`src/rtl/round_robin_arbiter.sv`:
```
// Round-robin arbiter.
// Requests accumulate into a registered pending vector. When idle, the arbiter
// grants the first pending line found searching upward from one past the last
// acknowledged grant, wrapping around. The grant is held until acknowledged,
// then the arbiter drops o_valid for one cycle before re-arbitrating.
// Every output comes straight from a register.

module round_robin_arbiter #(
    parameter int WIDTH = 4
) (
    input  logic             i_clk,
    input  logic             i_rst_n,
    input  logic [WIDTH-1:0] iv_req,
    input  logic             i_ack,
    output logic             o_valid,
    output logic [WIDTH-1:0] ov_grant,
    output logic [WIDTH-1:0] ov_pending
);

    localparam int IW = (WIDTH > 1) ? $clog2(WIDTH) : 1;

    typedef enum logic {
        IDLE  = 1'b0,
        GRANT = 1'b1
    } state_t;

    state_t           r_state;
    logic             r_valid;
    logic [WIDTH-1:0] r_grant;
    logic [WIDTH-1:0] r_pending;
    logic [IW-1:0]    r_grantIdx;
    logic [IW-1:0]    r_lastIdx;

    logic [IW-1:0]    w_selIdx;
    logic             w_found;
    int               w_cand;
    logic [WIDTH-1:0] w_clear;

    // Rotating search: the first pending line strictly after the last granted index.
    always_comb begin
        w_selIdx = '0;
        w_found  = 1'b0;
        w_cand   = 0;
        for (int off = 1; off <= WIDTH; off++) begin
            w_cand = int'(r_lastIdx) + off;
            if (w_cand >= WIDTH) begin
                w_cand = w_cand - WIDTH;
            end
            if (!w_found && r_pending[IW'(w_cand)]) begin
                w_found  = 1'b1;
                w_selIdx = IW'(w_cand);
            end
        end
    end

    // An acknowledge in GRANT retires the granted line; it is ignored when idle.
    always_comb begin
        w_clear = '0;
        if (r_state == GRANT && i_ack) begin
            w_clear = r_grant;
        end
    end

    // Pending vector: new requests OR in, and a request on the ack edge wins over the clear.
    always_ff @(posedge i_clk or negedge i_rst_n) begin
        if (!i_rst_n) begin
            r_pending <= '0;
        end else begin
            r_pending <= (r_pending & ~w_clear) | iv_req;
        end
    end

    // Grant FSM with registered valid/grant and the round-robin pointer.
    always_ff @(posedge i_clk or negedge i_rst_n) begin
        if (!i_rst_n) begin
            r_state    <= IDLE;
            r_valid    <= 1'b0;
            r_grant    <= '0;
            r_grantIdx <= '0;
            r_lastIdx  <= IW'(WIDTH - 1);
        end else begin
            case (r_state)
                IDLE: begin
                    if (w_found) begin
                        r_state    <= GRANT;
                        r_valid    <= 1'b1;
                        r_grant    <= {{(WIDTH-1){1'b0}}, 1'b1} << w_selIdx;
                        r_grantIdx <= w_selIdx;
                    end
                end
                GRANT: begin
                    if (i_ack) begin
                        r_state   <= IDLE;
                        r_valid   <= 1'b0;
                        r_grant   <= '0;
                        r_lastIdx <= r_grantIdx;
                    end
                end
                default: begin
                    r_state <= IDLE;
                    r_valid <= 1'b0;
                    r_grant <= '0;
                end
            endcase
        end
    end

    assign o_valid    = r_valid;
    assign ov_grant   = r_grant;
    assign ov_pending = r_pending;

endmodule
```
`config.mk`:
```
export PLATFORM = sky130hd
export DESIGN_NAME = round_robin_arbiter
export DESIGN_NICKNAME = d
export VERILOG_FILES = /design/src/rtl/round_robin_arbiter.sv
export SDC_FILE = /design/constraint.sdc
export NUM_CORES = 1
export LEC_CHECK = 0
export BUFFER_PORTS_ARGS = -buffer_cell sky130_fd_sc_hd__clkbuf_2
export CORE_AREA = 2 2 41 43
export DETAILED_ROUTE_END_ITERATION = 6
export DIE_AREA = 0 0 43 45
export HOLD_SLACK_MARGIN = 0.15
export PLACE_DENSITY = 0.71
export SLEW_MARGIN = 40
export SYNTH_ARGS = -nofsm -noshare
export SYNTH_HDL_FRONTEND = slang
export SYNTH_SLANG_ARGS = --single-unit
```
`constraint.sdc`:
```
create_clock -name i_clk -period 1.8 [get_ports i_clk]
set_input_delay 0.18 -clock i_clk [delete_from_list [all_inputs] [get_ports i_clk]]
set_output_delay 0.18 -clock i_clk [all_outputs]
set_load 0.05 [all_outputs]
```
# --- Yosys cells after proc, flatten, opt, wreduce, memory -nomap -nowiden ---
# Cells that the tools add are included.
classes:
  n_addsub: 8
  multipliers: 0
  div: 0
  n_lt_le_gt_ge: 8
  n_eq_ne: 2
  n_shift: 1
  muxes: 34
  n_bitwise: 4
  reduce_logical: 10
ops:
  columns: ["op", "n"]
  rows:
  - ["< comparator 2 x 4 -> 1 bit (second input constant)", 4]
  - ["two-way mux 1 bit", 16]
  - ["two-way mux 2 bit", 8]
  - ["two-way mux 4 bit", 3]
  - ["greater-or-equal comparator 3 bit (second input constant)", 3]
  - ["binary-select mux 1 bit (select 2 bit)", 4]
  - ["one-hot mux 4 bit (2 select lines)", 1]
  - ["subtractor 2 x 1 -> 2 bit (second input constant)", 4]
  - ["adder 2 x 2 -> 3 bit (second input constant)", 2]
  - ["AND reduction 2 bit", 3]
  - ["adder 2 x 3 -> 4 bit (second input constant)", 1]
  - ["AND 4 bit", 1]
  - ["greater-or-equal comparator 4 x 3 -> 1 bit (second input constant)", 1]
  - ["logical AND 1 bit", 4]
  - ["inequality test 2 bit (second input constant)", 2]
  - ["inverter 4 bit", 1]
  - ["bitwise OR 4 bit", 1]
  - ["one-hot mux 1 bit (2 select lines)", 2]
  - ["left shift 1 x 2 -> 4 bit (first input constant)", 1]
  - ["adder 2 x 1 -> 3 bit (second input constant)", 1]
  - ["logical NOT 1 bit", 3]
  - ["inverter 1 bit", 1]
word_totals:
  reg_bits: 14
  latch_bits: 0
  mem_bits_rw: 0
  romBits: 0
  input_bits: 7
  output_inout_bits: 9
  n_memories: 0

# --- Depth between registers and ports, before layout ---
# Gate-level depths: netlist of run 1.
logic_depth:
  depth_word: 19
  ltp_mapped: 4

# --- Least setup slack after synthesis of run 1 ---
# OpenSTA, ideal clock, no wires.
synth_path:
  kind: "register -> register"
  start: "reg r_pending[2], in the netlist ov_pending[2]"
  end: "reg r_grant[1], in the netlist ov_grant[1]"
  arrival_time_ns: 1.444
  setup_slack_ns: 0.236
  stages_incl_launch_ff: 5
  path_buffers: 0
  synth_period_minus_slack_ns: 1.564
  path_cell_list: "dfrtp_1 nand2b_1 a21oi_2 a221o_1 a31o_1"
synth_between:
  elab_chain_len: 16
  word_cells_on_any_way: 31
  cone_classes: "eq/ne (1); shift (1); mux (22); reduce/logical (7)"
synth_rtl:
  columns: ["item", "line", "source"]
  rows:
  - ["start: declaration", "30", "logic [WIDTH-1:0] r_pending;"]
  - ["start signal: assignment", "69", "r_pending <= (r_pending & ~w_clear) | iv_req;"]
  - ["binary-select mux 1 bit (select 2 bit)", "49", "if (!w_found && r_pending[IW'(w_cand)]) begin"]
  - ["two-way mux 1 bit (implied by the code) (2 in a row)", "49", null]
  - ["two-way mux 1 bit", "49", null]
  - ["logical NOT 1 bit", "49", null]
  - ["logical AND 1 bit", "49", null]
  - ["two-way mux 1 bit", "49", null]
  - ["logical NOT 1 bit", "49", null]
  - ["logical AND 1 bit", "49", null]
  - ["two-way mux 1 bit", "49", null]
  - ["logical NOT 1 bit", "49", null]
  - ["logical AND 1 bit", "49", null]
  - ["two-way mux 2 bit", "49", null]
  - ["left shift 1 x 2 -> 4 bit", "87", "r_grant <= {{(WIDTH-1){1'b0}}, 1'b1} << w_selIdx;"]
  - ["two-way mux 4 bit", "84", "if (w_found) begin"]
  - ["one-hot mux 4 bit (2 select lines)", "82", "case (r_state)"]
  - ["end signal: assignment", "87", null]
  - ["end: declaration", "29", "logic [WIDTH-1:0] r_grant;"]
# Several ways; a longest one is shown, not always the timed one. The select of a mux whose other input is x is not followed.
# A chain may end at the register's enable or synchronous reset.

# --- Worst setup path in the final report of run 1 ---
layout_path:
  start: "reg r_pending[3], in the netlist ov_pending[3]"
  end: "reg r_grant[2], in the netlist ov_grant[2]"
# The elaborated chain is that of the path after synthesis.

==> impl_results.md, run 1 <==
- Worst-case clock buffer depth: 2
- CP Capture Point: ov_grant[2]
- Yosys top cell by area: dfrtp_1
- Rel. slew slack: about 66%
- Die ar.: 1940 um2
- CP required: 1.96 ns
- Worst VDD drop: 0.000579 V
- Vias per cell: 5.59
- Vias in the first global route: 553
- Final Max Tran Viols: 0
- Sw Share: roughly 45%
- # nets final: 95
- Hold Crit Start: i_ack
- Synthesis Warnings: 0
- Capture point of the worst reg-to-reg path: ov_grant[2]
- Detailed Route Iter0 Violations: 13
- Hold/Removal Path Class: input pin to flop
- WL per Instance: roughly 15 um
- Seq/Total Area, Yosys: 51.2%
- Num rows: 14
- Core Box Area: approximately 1500 um2
- Worst hold margin: 0.211 ns
- Tmin final: 1.53 ns
- Arrival @ worst endpoint: approximately 1.7 ns
- Post-synth top area share: 43.6%
- Tightest Pin Transition: 0.502 ns
- Die width: 43 um
- DRT antenna net count: 0
- Fmax achieved: 654 MHz
- Layout area overhead: 24.1%
- Clock Root Buffer: clkbuf_4
- CP Launch Point: ov_pending[3]
- Post_cts resized: 0
- Netlist Area Pre-Place: 689 um2
- Final Hold Vio Count: 0
- Status: finished clean
- Yosys reg bits: 14
- GP Congestion: 0.747
- Critical-path maximum fanout: 8
- Leak pwr: slightly above 0.4 nW
- Worst-path clk slew: about 0.08 ns
- P_sw: between 0.5 and 0.6 mW
- Max Cap Viol: 0
- WS Path Type: flop to flop
- Top post-synthesis cells by area: dfrtp_1 44%, dfstp_2 7.6%, a21o_1 4.4%, nand2_1 3.8%, nand3_1 3.6%
- Distinct cells, synth: 26
- Routed via count: about 580
- DPL Wire Length: 1100 um
- Final WL: around 1500 um
- Post-Route Setup TNS: 0 ns
- Combinational power share: a little over two fifths
- Mapped Nets: 71
- TritonCTS Buffers: 3
- Die H: ~45 um
- Max Clock Skew: 0.00523 ns
- Synth Instances: 64
- Period utilization: 84.9%
- CTS sink cnt: 14
- GRT Overall Usage: 17.9%
- Sequential Power Share: 43.2%
- Initial Util: 46.9%
- # setup viols final: 0
- CTS tree: built
- Grt ovf: 0
- P per Cell Area: 1480 nW/um2
- First-pass GRT wire length: 2460 um
- Most frequent cells in the layout: 15 x clkbuf_2, 12 x dfrtp_1, 7 x nand2_1, 5 x nand3_1, 5 x dlygate4sd3_1
- PortBufs: 15
- First-pass DRT Iterations: 4
- Clock group share of total power: 14.9%
- P_int: 0.699 mW
- Num ports: 16
- RSZ-0062 raised after global routing: false
- Startpoint of the worst-slack reg-to-reg timing path: ov_pending[3]
- Worst Setup Start Kind: flop
- Proportion of layout cells with a drive suffix above 1: 32.2%
- Post-Syn Area per Cell: 10.8 um2
- Initial antenna violation count: 0
- DRC viols: 0
- Largest net degree at the start of global routing: 15
- Setup slack, reg-to-reg: 0.27 ns
- Worst reg-to-reg path cell count: 4
- Worst skew pair latency: about 0.29 ns
- Most common cell after layout, fill and taps aside: clkbuf_2
- H-Tree Depth: 1
- Antenna cells: 0
- Crit. End Element: flop
-- cell type report --
type / instances / area, um2
clock buffers: 4 / 26.3
fillers: 137 / 616
inverters: 2 / 7.51
multi-input cells: 47 / 324
flip-flops and latches: 14 / 353
well taps: 16 / 20.0
repair buffers: 20 / 125
-- how the worst min path moves through the flow --
stage	slack [ns]	end	cells past startpoint
finish	0.21	o_valid	2
global route	0.25	r_state	2
CTS	0.21	o_valid	2
detailed placement	0.1	o_valid	1
global placement	0.1	o_valid	1
floorplan	-0.12	o_valid	0
-- cell usage after synthesis --
cell	n
a221o_1	1
nand3_1	5
nor2_2	1
dfstp_2	2
a21oi_1	3
nand3b_1	2
nand2b_1	3
nand2_1	7
mux2i_1	1
a21o_1	4
nor2b_1	1
dfrtp_1	12
a221oi_2	1
mux2_2	2
a31o_1	2
nor2_1	2
a21o_2	1
a21oi_2	1
inv_1	2
o211ai_1	1
and3b_1	2
o21ai_0	2
o21ai_1	3
nor4_4	1
buf_2	1
o22a_2	1
-- worst max-delay path, cell delays in order (launching register included) --
cell and delay (ns):
dfrtp_1 0.47, nor4_4 0.54, nor2_2 0.12, nand3_1 0.16, o21ai_1 0.11
-- power by group through the flow --
stage          registers (mW)  clock network, mW  logic (mW)
2_1_floorplan           0.700                  0       0.238
3_5_place_dp            0.550                  0       0.526
4_1_cts                 0.544              0.190       0.535
3_3_place_gp            0.543                  0       0.517
6_report                0.549              0.189       0.533
5_1_grt                 0.563              0.206       0.569
-- cell families (layout without fill, tap and decap cells) --
kind of cell / after synthesis / in the layout / synth area share (%)
simple gates: 24 / 24 / 20.9
flops: 14 / 14 / 51.2
compound gates: 20 / 20 / 21.4
buf+inv: 3 / 26 / 1.81
mux: 3 / 3 / 4.72
-- registers in the layout, summed over array words and instances (netlist names) --
| name | cells |
|---|---|
| r_state | 1 |
| ov_grant | 4 |
| ov_pending | 4 |
| o_valid | 1 |
| r_grantIdx | 2 |
| r_lastIdx | 2 |
-- repair_timing --
| item | CTS | global route |
|---|---|---|
| buffers inserted | 0 | 0 |
| hold buffers | 5 | 0 |
| endpoints found under the hold margin | 18 | 0 |
-- metal layers --
layer  GRT usage, %  vias to the layer above  wire (um)
met4           7.27                        0         21
met2           32.4                       17        759
met1           20.9                      274        661
met5              0                        -          0
li1               -                      283          -
met3           3.60                        2         56
-- per-stage QoR --
step | util, % | power (mW) | setup slack (ns) | area [um2] | instances
finish | 58.2 | 1.27 | 0.272 | 856 | 103
global route | 58.2 | 1.34 | 0.212 | 856 | 103
CTS | 58.2 | 1.27 | 0.304 | 856 | 103
detailed placement | 53.0 | 1.08 | 0.317 | 779 | 94
global placement | 53.0 | 1.06 | 0.359 | 779 | 94
floorplan | - | 0.938 | 0.236 | 689 | 64
(Power assumes the default switching activity.)
==> inputs of run 2 (changes only) <==
CORE_AREA = 2 2 43 45   (was 2 2 41 43)
DIE_AREA = 0 0 45 47   (was 0 0 43 45)
PLACE_DENSITY = 0.67   (was 0.71)
clock period = 1.4 ns   (was 1.8 ns; I/O delays follow)
==> impl_results.md, run 2 (synthesis results as in run 1) <==
- Post-Route Setup TNS: 0 ns
- WS Path Type: flop to flop
- Worst-case clock buffer depth: 2
- Crit path largest cell delay: 0.54 ns
- Detailed Route Iter0 Violations: 6
- Final WL: 1510 um
- First-pass GRT wire length: 2300 um
- Routed via count: 594
- Most common cell after layout, fill and taps aside: clkbuf_2
- Initial Util: 41.7%
- Final Hold Vio Count: 0
- Layout area overhead: 34.1%
- Vias in the first global route: 550
- Layout Cells excl Fill: 109
- Initial antenna violation count: 0
- # nets final: 100
- Tmin final: 1.35 ns
- GRT Overall Usage: 15.8%
- Fmax achieved: 743 MHz
- GP Congestion: 0.731
- Dpl cells: 99
- Final Max Tran Viols: 0
- Die width: 45 um
- Status: finished clean
- DPL Wire Length: 1070 um
- Most frequent cells in the layout: 15 x clkbuf_2, 8 x dfrtp_1, 7 x nand2_1, 5 x nand3_1, 5 x dlygate4sd3_1
- DRT antenna net count: 0
- WL per Instance: 13.8 um
- PortBufs: 15
- Leak pwr: around 0.44 nW
- H-Tree Depth: 1
- RSZ-0062 raised after global routing: true
- CP cell instances: nand2b_4 -> o21ai_2 -> a221o_1 -> a31o_1
- Critical-path maximum fanout: 3
- DRC viols: 0
- Worst-path clk slew: 0.09 ns
- # setup viols final: 0
- Post-DP Area: 816 um2
- Period utilization: 96.1%
- Worst VDD drop: 0.00104 V
- Hold/Removal Path Class: input pin to flop
- Post-placement setup slack: between 0.004 and 0.005 ns
- Die H: ~47 um
- Worst hold margin: around 0.16 ns
- Worst Setup Start Kind: flop
- First-pass DRT Iterations: 4
- Arrival @ worst endpoint: 1.52 ns
- Crit. End Element: flop
- Vias per cell: 5.45
- Finished layout cell area: 925 um2
- Num rows: 15
- Num ports: 16
- CTS sink cnt: 14
- Overall Power: approximately 1.8 mW
- Antenna cells: 0
- Tightest Pin Transition: 0.406 ns
- Grt ovf: 0
- CTS tree: built
- Rel. slew slack: 72.9%
- Core Box Area: 1650 um2
- Setup slack, reg-to-reg: between 0.05 and 0.06 ns
- Max Clock Skew: about 0.0047 ns
- Max Cap Viol: 0
- Worst skew pair latency: 0.28 ns
- Slowest CP cell: dfstp_2
- Fin util: 56.0%
- Die ar.: 2120 um2
- Clock Root Buffer: clkbuf_4
- Largest net degree at the start of global routing: 15
- TritonCTS Buffers: 3
- CP required: 1.58 ns
- P per Cell Area: approximately 1900 nW/um2
- Proportion of layout cells with a drive suffix above 1: between 40% and 50%
- PnR worst setup slack: around 0.054 ns
==> run 2: critical path: cells and delay by family (launching register included) <==
family	cells	cell delay (ns)
AO/OA/AOI/OAI	3	0.58
flip-flops	1	0.54
AND/OR/NAND/NOR	1	0.13
==> run 2: layout make-up <==
type | instances | area [um2]
fill | 147 | 727
inverter | 2 | 7.51
timing repair buffer | 25 | 166
tap | 17 | 21.3
clock buffer | 4 | 36.3
multi-input combinational | 47 | 335
sequential | 14 | 358
==> run 2: routing by layer <==
metal	global-route usage, %	wire (um)
met5	0	0
met4	8.82	12
met3	3.46	56
met2	26.6	751
met1	18.8	688
==> run 2: where the power goes <==
part,internal (mW),switching [mW]
Combinational,0.300,0.475
Clock,0.158,0.134
Sequential,0.553,0.137
Total,1.01,0.745
==> run 2: final timing paths <==
kind / start / end / cells past startpoint
max in group asynchronous: i_rst_n / r_lastIdx[0] / 2
setup reg to reg: r_lastIdx[0] / ov_grant[1] / 4
hold / removal: i_ack / r_state / 2
hold reg to reg: r_grantIdx[1] / r_lastIdx[1] / 1
setup / recovery: r_lastIdx[0] / ov_grant[1] / 4
min in group asynchronous: i_rst_n / ov_grant[0] / 2
==> run 2: what timing repair did <==
action,CTS,global route
gates resized for setup,0,3
setup endpoints to repair,1,1
hold buffers,5,0
buffers inserted,1,0
endpoints found under the hold margin,18,0
cloned,0,0
pin swaps,0,2
